<file path="src/rtl/tug_referee.sv">
// Tug-of-war referee: tracks the rope position, scores rounds and games, and
// pulses winrnd/wingame for the sound controller.
module tug_referee #(
  parameter int WINS = 3,
  parameter int HOLD = 16
) (
  input  logic       clk,
  input  logic       rst,
  input  logic       slowen,
  input  logic       pbl,
  input  logic       pbr,
  input  logic       sypush,
  output logic [3:0] pos,
  output logic [1:0] scorel,
  output logic [1:0] scorer,
  output logic       winner,
  output logic       winrnd,
  output logic       wingame
);

  typedef enum logic [1:0] {
    PLAY,
    HOLD_RND,
    GAMEOVER
  } state_t;

  localparam logic [1:0] WINS_L   = 2'(WINS);
  localparam logic [7:0] HOLD_END = 8'(HOLD - 1);
  localparam logic [3:0] CENTRE   = 4'd4;
  localparam logic [3:0] LEFT_END = 4'd0;
  localparam logic [3:0] RIGHT_END = 4'd8;

  state_t     state;
  logic [7:0] hold_cnt;
  logic       pbl_q;
  logic       pbr_q;
  logic       sy_q;
  logic       armed;
  logic       pbl_edge;
  logic       pbr_edge;
  logic       sy_edge;

  // The first clock after reset release only loads the previous-value
  // registers, so a button already held at release never counts as an edge.
  assign pbl_edge = armed & pbl & ~pbl_q;
  assign pbr_edge = armed & pbr & ~pbr_q;
  assign sy_edge  = armed & sypush & ~sy_q;

  // Referee state machine: rope movement, round decisions, hold timing and restart.
  always_ff @(posedge clk or negedge rst) begin
    if (!rst) begin
      state    <= PLAY;
      pos      <= CENTRE;
      scorel   <= 2'd0;
      scorer   <= 2'd0;
      winner   <= 1'b0;
      winrnd   <= 1'b0;
      wingame  <= 1'b0;
      hold_cnt <= 8'd0;
      pbl_q    <= 1'b0;
      pbr_q    <= 1'b0;
      sy_q     <= 1'b0;
      armed    <= 1'b0;
    end else begin
      pbl_q   <= pbl;
      pbr_q   <= pbr;
      sy_q    <= sypush;
      armed   <= 1'b1;
      winrnd  <= 1'b0;
      wingame <= 1'b0;
      if (sy_edge) begin
        state    <= PLAY;
        pos      <= CENTRE;
        scorel   <= 2'd0;
        scorer   <= 2'd0;
        hold_cnt <= 8'd0;
      end else begin
        case (state)
          PLAY: begin
            if (pos == LEFT_END) begin
              winner <= 1'b0;
              scorel <= scorel + 2'd1;
              if (scorel + 2'd1 == WINS_L) begin
                wingame <= 1'b1;
                state   <= GAMEOVER;
              end else begin
                winrnd   <= 1'b1;
                hold_cnt <= 8'd0;
                state    <= HOLD_RND;
              end
            end else if (pos == RIGHT_END) begin
              winner <= 1'b1;
              scorer <= scorer + 2'd1;
              if (scorer + 2'd1 == WINS_L) begin
                wingame <= 1'b1;
                state   <= GAMEOVER;
              end else begin
                winrnd   <= 1'b1;
                hold_cnt <= 8'd0;
                state    <= HOLD_RND;
              end
            end else if (pbl_edge && !pbr_edge) begin
              pos <= pos - 4'd1;
            end else if (pbr_edge && !pbl_edge) begin
              pos <= pos + 4'd1;
            end
          end
          HOLD_RND: begin
            if (slowen) begin
              if (hold_cnt == HOLD_END) begin
                hold_cnt <= 8'd0;
                pos      <= CENTRE;
                state    <= PLAY;
              end else begin
                hold_cnt <= hold_cnt + 8'd1;
              end
            end
          end
          GAMEOVER: begin
            state <= GAMEOVER;
          end
          default: begin
            state <= PLAY;
          end
        endcase
      end
    end
  end

endmodule

</file>
<file path="config.mk">
export PLATFORM = sky130hd
export DESIGN_NAME = tug_referee
export DESIGN_NICKNAME = d
export VERILOG_FILES = /design/src/rtl/tug_referee.sv
export SDC_FILE = /design/constraint.sdc
export NUM_CORES = 1
export LEC_CHECK = 0
export CAP_MARGIN = 20
export CORE_UTILIZATION = 48
export CTS_BUF_LIST = sky130_fd_sc_hd__clkbuf_16
export DETAILED_ROUTE_END_ITERATION = 10
export PLACE_DENSITY_LB_ADDON = 0.08
export SLEW_MARGIN = 20
export SYNTH_ARGS = -nofsm -noshare
export SYNTH_HDL_FRONTEND = slang
export SYNTH_SLANG_ARGS = --single-unit
</file>
<file path="constraint.sdc">
create_clock -name clk -period 1.9 [get_ports clk]
set_clock_uncertainty 0.2 [all_clocks]
set_input_delay 0.38 -clock clk [delete_from_list [all_inputs] [get_ports clk]]
set_output_delay 0.38 -clock clk [all_outputs]
set_load 0.005 [all_outputs]
</file>
After elaboration in Yosys (flattened, before gate mapping)
Index checks and enable logic that the tools add are counted.
{ "totals": {"reg_bits": 25, "in_bits": 6, "out_inout_bits": 11, "wordCells": 104} }
{ "op_classes": {"n_addsub": 5, "n_eq_ne": 15, "n_mux": 45, "bitwise": 10, "n_reduce_logical": 17} }
{ "op_table": {"columns": ["operator", "count"], "rows": [
  ["two-way mux 8 bit", 7],
  ["two-way mux 2 bit", 14],
  ["two-way mux 4 bit", 7],
  ["!= test 4 bit (second input constant)", 4],
  ["case mux 8 bit (2 select lines)", 1],
  ["two-way mux 1 bit", 14],
  ["!= test 3 bit (second input constant)", 4],
  ["AND reduction 3 bit", 3],
  ["adder 8 x 1 -> 8 bit (second input constant)", 1],
  ["equality test 8 x 4 -> 1 bit (second input constant)", 1],
  ["case mux 4 bit (2 select lines)", 1],
  ["nonzero test 2 bit", 4],
  ["bitwise AND 1 bit", 6],
  ["equality test 2 bit (second input constant)", 3],
  ["case mux 2 bit (3 select lines)", 1],
  ["AND reduction 6 bit", 1],
  ["AND reduction 5 bit", 1],
  ["adder 2 x 1 -> 2 bit (second input constant)", 2],
  ["adder 4 x 1 -> 4 bit (second input constant)", 1],
  ["equality test 4 bit (second input constant)", 1],
  ["zero test 4 bit", 1],
  ["NOT 1 bit", 4],
  ["subtractor 4 x 1 -> 4 bit (second input constant)", 1],
  ["nonzero test 3 bit", 1],
  ["other kinds (6)", 8]
]} }

Longest topological paths before layout
Gate-level depths: netlist of the first run.
{ "depth": {"ltp_word": 10, "ltp_mapped": 8, "ltp_nobuf": 8} }

Worst setup path before layout of the first run
Ideal clock, no wire load.
{ "synth_path": {"kind": "input -> register", "from": "in pbr", "to": "reg pos[2]", "t_arrival_ps": 1746, "path_slack_ps": -135, "stages": 8, "cell_sequence": "nor2b_1 > nor3b_1 > xnor2_1 > ha_1 > nor2_1 > mux2i_1 > nor3b_1 > a211oi_1"} }
{ "synth_via": {"elab_chain_len": 9, "word_cells_on_any_way": 12} }
{ "synth_rtl": {"columns": ["item", "line", "source"], "rows": [
  ["start: declaration", "11", "input logic pbr,"],
  ["bitwise AND 1 bit (*) (2 in a row)", "46", "assign pbr_edge = armed & pbr & ~pbr_q;"],
  ["zero test 1 bit", "102", "end else if (pbl_edge && !pbr_edge) begin"],
  ["logical AND 1 bit", "102", null],
  ["two-way mux 4 bit", "102", null],
  ["two-way mux 4 bit", "91", "end else if (pos == RIGHT_END) begin"],
  ["two-way mux 4 bit", "80", "if (pos == LEFT_END) begin"],
  ["case mux 4 bit (2 select lines)", "78", "case (state)"],
  ["two-way mux 4 bit", "71", "if (sy_edge) begin"],
  ["end signal: assignment", "103", "pos <= pos - 4'd1;"],
  ["end signal: assignment", "105", "pos <= pos + 4'd1;"],
  ["end: declaration", "13", "output logic [3:0] pos,"]
]} }
Every way passes the cells marked *; elsewhere a longest branch is shown, timed or not. The select of a mux whose other input is x is not followed.
A chain may end at the register's enable or synchronous reset.

Worst setup path in the final report of the first run
{ "layout_path": {"from": "reg pos[3]", "to": "out pos[3]"} }
No word-level cell between the ends.

==> impl_metrics.csv, run 1 <==
group,metric,value,unit
final_layout,final-seq-area,628,µm²
die,die_w,54.2,µm
placed_design,port_buffers,16,
pwr,ir_drop,0.00125,V
logic_synthesis,ys_warn_count,0,
global_routing,antenna_found_initial,0,
global_routing,grtUsageMet3,0.0706,
detailed_routing,wl,3.26,mm
pwr,leakage,0.930,nW
sta,post-route-period-util,1.02,
setup_path,r2r_end,"pos[3]$_DFFE_PN0P_",
cts,cts_buffer_depth,2,
pwr,p_int,1.66,mW
cts,root_buffer,"clkbuf_16",
run_status,violations,"setup timing",
final_layout,layout_common_cells,"buf_4, dfrtp_1, nor2_1, clkdlybuf4s50_1, o21ai_0",
global_routing,grt_usage,0.255,
final_layout,final_layout_size_suffix_gt1_frac,0.319,
final_layout,fin_nets,193,
global_routing,grt_pass1_vias,1134,
sta,hold_viol,0,
die,core_area,2520,µm²
logic_synthesis,synth_ff_type,"dfrtp_1",
cts,htree_levels,1,
sta,fmax,514,MHz
placed_design,preCtsSetupSlack,-0.434,ns
pwr,power.switching,0.889,mW
final_layout,multiInputGateArea,749,µm²
logic_synthesis,avgSynthCellArea,9.91,µm²
sta,layout_min_cycle_time,1.94,ns
global_routing,grt_start_max_net_pins,26,
setup_path,r2r_setup_slack,-0.01,ns
logic_synthesis,ys_seq_area_frac,0.479,
sta,setup_tns,-0.0798,ns
worst_hold_path,hold_end,"pbr_q$_DFF_PN0_",
pwr,switching_share,0.348,
die,row_count,18,
die,die-height,54.2,µm
cts,tritoncts,"done",
cts,clkTransAtPathRegs,0.06,ns
sta,rsz0062_at_grt,"yes",
cts,clock_sinks,25,
logic_synthesis,synthArstFlopShare,1.00,
setup_path,r2r_cells,5,
logic_synthesis,ys_seq_elements,25,
setup_path,start_kind,"flip-flop",
detailed_routing,drtIter0Drc,24,
worst_hold_path,hp-class,"primary input to flip-flop",
flow_run,cap_viol_max_count,0,
global_routing,use_met2,0.400,
cts,cts_hold_buffers,0,
setup_path,crit_type,"flip-flop to primary output",
sta,setup_slack,-0.0444,ns
logic_synthesis,netlist_area,1310,µm²
setup_path,path_max_fanout,3,
run_status,status,"finished with violations",
final_layout,fin_cells,212,
logic_synthesis,synth_top_cell_area_share,0.459,
detailed_routing,wl_per_cell,15.4,µm
pwr,power_density,1310,nW/µm²
die,start_util,0.518,
setup_path,cp.arrival,1.36,ns
die,dieArea,2940,µm²
sta,whs,0.155,ns
logic_synthesis,synth-edff-count,0,
cts,clock_latency,0.26,ns
logic_synthesis,synth_top_area_cell,"dfrtp_1",
placed_design,numPlacedInstances,198,
logic_synthesis,yosysUniqueCellTypes,43,
worst_hold_path,min_path_cells,1,
die,io-pin-count,17,
final_layout,fillCellCount,164,
final_layout,final_common_cell,"buf_4",
detailed_routing,drt-pass1-iter-count,4,
logic_synthesis,synthCells,132,
sta,setup_viol,5,
cts,numCtsBuffers,3,
placed_design,dpl.hpwl,2.08,mm
detailed_routing,vias,1161,
global_routing,gr-usage-met1,0.340,
pwr,clkPwrFrac,0.182,
placed_design,gp_congestion,0.840,
worst_hold_path,hold_start,"pbr",
sta,finalMaxSlewViolations,0,
setup_path,required,1.32,ns
setup_path,crit_path_end_kind,"primary output",
global_routing,busiest_layer,"met2",
detailed_routing,vias_per_cell,5.48,
global_routing,grt_pass1_wl,5.14,mm
detailed_routing,drc,0,
logic_synthesis,synthesis.nets,142,
global_routing,overflow,0,
detailed_routing,ant_nets,0,
final_layout,antennaDiodeCount,0,
final_layout,area_growth,48.7,%
setup_path,crit-reg2reg-launch,"pos[1]$_DFFE_PN0P_",
pwr,p_seq_frac,0.298,
logic_synthesis,ys_top_cells_by_area,"dfrtp_1, nor2_1, ha_1, mux2i_1, o21ai_0",
pwr,comb_power_share,0.520,
routing by layer:
metal,share of wire,up-vias
met2,0.50,27
met1,0.44,561
li1,-,565
met5,0,-
met4,0.017,0
met3,0.042,8
cells in the mapped netlist (4+ instances only):
cell     instances
nand2_1          6
ha_1             4
inv_1            6
nand3_1          6
xnor2_1          4
nor3_1           5
dfrtp_1         24
o21ai_0          9
nor2_1          17
mux2i_1          5
cell families after synthesis:
group,after synthesis,share of synthesized area
AO/OA/AOI/OAI,25,0.127
XOR/XNOR,4,0.0268
adder cells (fa/ha/maj),4,0.0383
buffers and inverters,9,0.0316
flip-flops,25,0.479
multiplexers,6,0.0469
other,1,0.00287
AND/OR/NAND/NOR,58,0.247
layout make-up:
cell class                      instances  area share
Clock buffer                            3      0.0386
Sequential cell                        25       0.323
Multi-Input combinational cell         98       0.385
Clock inverter                          1     0.00193
Inverter                                6      0.0116
Tap cell                               30      0.0193
Timing Repair Buffer                   49       0.220
flip-flops by register name (all words and copies together), names as in the netlist:
name / count
armed: 1
winrnd: 1
hold_cnt: 8
scorer: 2
pos: 4
winner: 1
scorel: 2
pbl_q: 1
sy_q: 1
state: 2
wingame: 1
pbr_q: 1
power by group through the flow:
| stage | registers, mW | clock network [mW] | logic (mW) |
|---|---|---|---|
| 3_5_place_dp | 0.763 | 0 | 1.07 |
| 3_3_place_gp | 0.755 | 0 | 1.04 |
| 2_1_floorplan | 0.766 | 0 | 0.553 |
| 6_report | 0.761 | 0.464 | 1.33 |
| 4_1_cts | 0.746 | 0.468 | 1.19 |
| 5_1_grt | 0.779 | 0.491 | 1.44 |
what timing repair did:
action	CTS	global route
gates resized for setup	15	17
pin swaps	8	8
setup endpoints to repair	11	15
buffers inserted	8	3
worst max-delay path by stage:
stage,startpoint,endpoint,cells after the start
3_3_place_gp,pbr,pos[2]$_DFFE_PN1P_,9
6_report,pos[3]$_DFFE_PN0P_,pos[3],2
2_1_floorplan,pbr,pos[2]$_DFFE_PN1P_,8
3_5_place_dp,pbr,pos[2]$_DFFE_PN1P_,9
4_1_cts,pos[3]$_DFFE_PN0P_,pos[3],2
5_1_grt,pbl_q$_DFF_PN0_,pos[2]$_DFFE_PN1P_,8
per-stage QoR:
| stage | instance area [µm²] | total power, mW | utilization |
|---|---|---|---|
| 2_1_floorplan | 1310 | 1.32 | - |
| 3_3_place_gp | 1660 | 1.79 | 0.660 |
| 3_5_place_dp | 1660 | 1.83 | 0.660 |
| 4_1_cts | 1850 | 2.40 | 0.732 |
| 5_1_grt | 1940 | 2.71 | 0.771 |
| 6_report | 1940 | 2.55 | 0.771 |
critical path, stage by stage, from the launching register on:
cell and delay [ns]:
dfrtp_1 0.48, buf_6 0.14, clkdlybuf4s50_1 0.48
(Power assumes the default switching activity.)
==> run 2: changes to the inputs <==
Settings changed: PLACE_DENSITY from default to 0.74, PLACE_DENSITY_LB_ADDON 0.08 to default.
==> run 2 against run 1 <==
- the run now ends clean
- sequential power decreased by 1%
- combinational power about the same
- setup slack improved by 0.045 ns
- first-iteration DRC count increased by 58%
- final cell count increased by 1.4%
- cell area decreased by 0.19%
- critical path depth increased by 5
- sequential share of layout area increased by 0.062 points
- clock power about the same
- flip-flop and latch count unchanged
- wire length decreased by 1.3%
- non-clock buffer count increased by 3
- critical endpoint is now hold_cnt[3]$_DFFE_PN0P_
==> impl_metrics.csv, run 2 (synthesis gave the netlist of run 1 again) <==
group,metric,value,unit
sta,hold_viol,0,
placed_design,gp_congestion,0.798,
setup_path,r2r_setup_slack,0.0004,ns
detailed_routing,drt-pass1-iter-count,4,
flow_run,cap_viol_max_count,0,
cts,numCtsBuffers,3,
die,core_area,2520,µm²
pwr,power_density,1300,nW/µm²
final_layout,layout_common_cells,"buf_4, dfrtp_1, nor2_1, clkdlybuf4s50_1, o21ai_0",
global_routing,grt_pass1_vias,1094,
global_routing,antenna_found_initial,0,
global_routing,overflow,0,
worst_hold_path,min_path_cells,1,
sta,post-route-period-util,1.00,
setup_path,cp_num_cells,7,
global_routing,grt_usage,0.232,
setup_path,r2r_cells,7,
worst_hold_path,hold_start,"pbr",
setup_path,cp.arrival,1.90,ns
sta,layout_min_cycle_time,1.90,ns
die,row_count,18,
global_routing,grt_start_max_net_pins,26,
cts,cts_buffer_depth,2,
global_routing,grt_pass1_wl,4.77,mm
die,die-height,54.2,µm
pwr,leakage,0.913,nW
setup_path,crit_chain,"inv_1, ha_2, mux2i_2, a311oi_2, or2_1, or3b_1, nand2_1",
final_layout,final_common_cell,"buf_4",
cts,cts_hold_buffers,0,
final_layout,top_register,"hold_cnt",
worst_hold_path,hp-class,"primary input to flip-flop",
final_layout,fillCellCount,176,
final_layout,final_layout_size_suffix_gt1_frac,0.335,
final_layout,postLayoutCellArea,1940,µm²
setup_path,crit_buf_inv,1,
final_layout,multiInputGateArea,737,µm²
placed_design,dpl.hpwl,2.11,mm
placed_design,port_buffers,16,
global_routing,busiest_layer,"met2",
global_routing,grtUsageMet3,0.0452,
cts,tritoncts,"done",
cts,clock_latency,0.26,ns
detailed_routing,vias,1177,
sta,finalMaxSlewViolations,0,
pwr,p_total,2.52,mW
cts,htree_levels,1,
worst_hold_path,hold_end,"pbr_q$_DFF_PN0_",
setup_path,crit_family,"simple AND/OR/NAND/NOR gates",
setup_path,start_kind,"flip-flop",
setup_path,path_max_fanout,4,
placed_design,placed_cell_area,1670,µm²
run_status,status,"finished clean",
detailed_routing,drc,0,
global_routing,use_met2,0.368,
final_layout,fin_nets,196,
sta,setup_viol,0,
die,start_util,0.518,
detailed_routing,wl,3.22,mm
setup_path,crit_type,"flip-flop to flip-flop",
final_layout,reg.largest.list,"hold_cnt (8), pos (4)",
global_routing,gr-usage-met1,0.308,
setup_path,critPathSlowestCell,"dfrtp_1",
setup_path,crit-reg2reg-launch,"scorel[0]$_DFFE_PN0P_",
die,die_w,54.2,µm
final_layout,largest_reg_flops,8,
cts,clkTransAtPathRegs,0.06,ns
die,dieArea,2940,µm²
setup_path,r2r_end,"hold_cnt[3]$_DFFE_PN0P_",
final_layout,antennaDiodeCount,0,
final_layout,area_growth,48.4,%
setup_path,required,1.90,ns
sta,fmax,526,MHz
setup_path,slowest_delay,0.36,ns
cts,clock_sinks,25,
detailed_routing,vias_per_cell,5.47,
cts,root_buffer,"clkbuf_16",
setup_path,crit_path_end_kind,"flip-flop",
die,io-pin-count,17,
pwr,ir_drop,0.000827,V
detailed_routing,wl_per_cell,15.0,µm
detailed_routing,drtIter0Drc,38,
detailed_routing,ant_nets,0,
final_layout,final-seq-area,628,µm²
sta,rsz0062_at_grt,"yes",
run 2: worst max-delay path by stage:
stage                          start  slack, ns                 endpoint
2_1_floorplan                    pbr      0.009       pos[2]$_DFFE_PN1P_
3_3_place_gp                     pbr      -0.39       pos[2]$_DFFE_PN1P_
3_5_place_dp                     pbr      -0.49       pos[2]$_DFFE_PN1P_
4_1_cts           pos[0]$_DFFE_PN0P_       0.01  hold_cnt[3]$_DFFE_PN0P_
5_1_grt        scorer[0]$_DFFE_PN0P_      -0.11  hold_cnt[3]$_DFFE_PN0P_
6_report       scorel[0]$_DFFE_PN0P_     0.0004  hold_cnt[3]$_DFFE_PN0P_
run 2: where the power goes:
group          internal (mW)  total (mW)  leakage [nW]  switching [mW]
clock                  0.282       0.467        0.0423           0.186
combinational          0.723        1.30         0.545           0.578
sequential             0.654       0.751         0.325          0.0964
run 2: final cells by class:
type / instances / share of cell area
clock buffers: 3 / 0.0387
clock inverters: 1 / 0.00193
inverters: 6 / 0.0116
multi-input cells: 98 / 0.380
flip-flops and latches: 25 / 0.324
well taps: 30 / 0.0193
repair buffers: 52 / 0.225
run 2: metrics by stage:
step                      cells  TNS (ns)   util  hold WS (ns)  setup slack [ns]
final                       215         0  0.769         0.153          0.000384
after global routing        215    -0.352  0.769         0.173            -0.113
after CTS                   209         0  0.726         0.184            0.0134
after detailed placement    199     -3.09  0.663         0.273            -0.494
after global placement      199     -2.60  0.663         0.269            -0.390
after floorplan             132         0      -        -0.116           0.00936
run 2: timing repair:
item / 4_1_cts / 5_1_grt
setup endpoints to repair: 10 / 12
setup buffers: 7 / 6
resized for setup: 14 / 15
pin swaps: 10 / 10
run 2: per-layer routing:
metal  vias to the layer above  share of wire
li1                        574              -
met1                       560           0.47
met2                        33           0.47
met3                        10          0.039
met4                         0          0.025
met5                         -              0
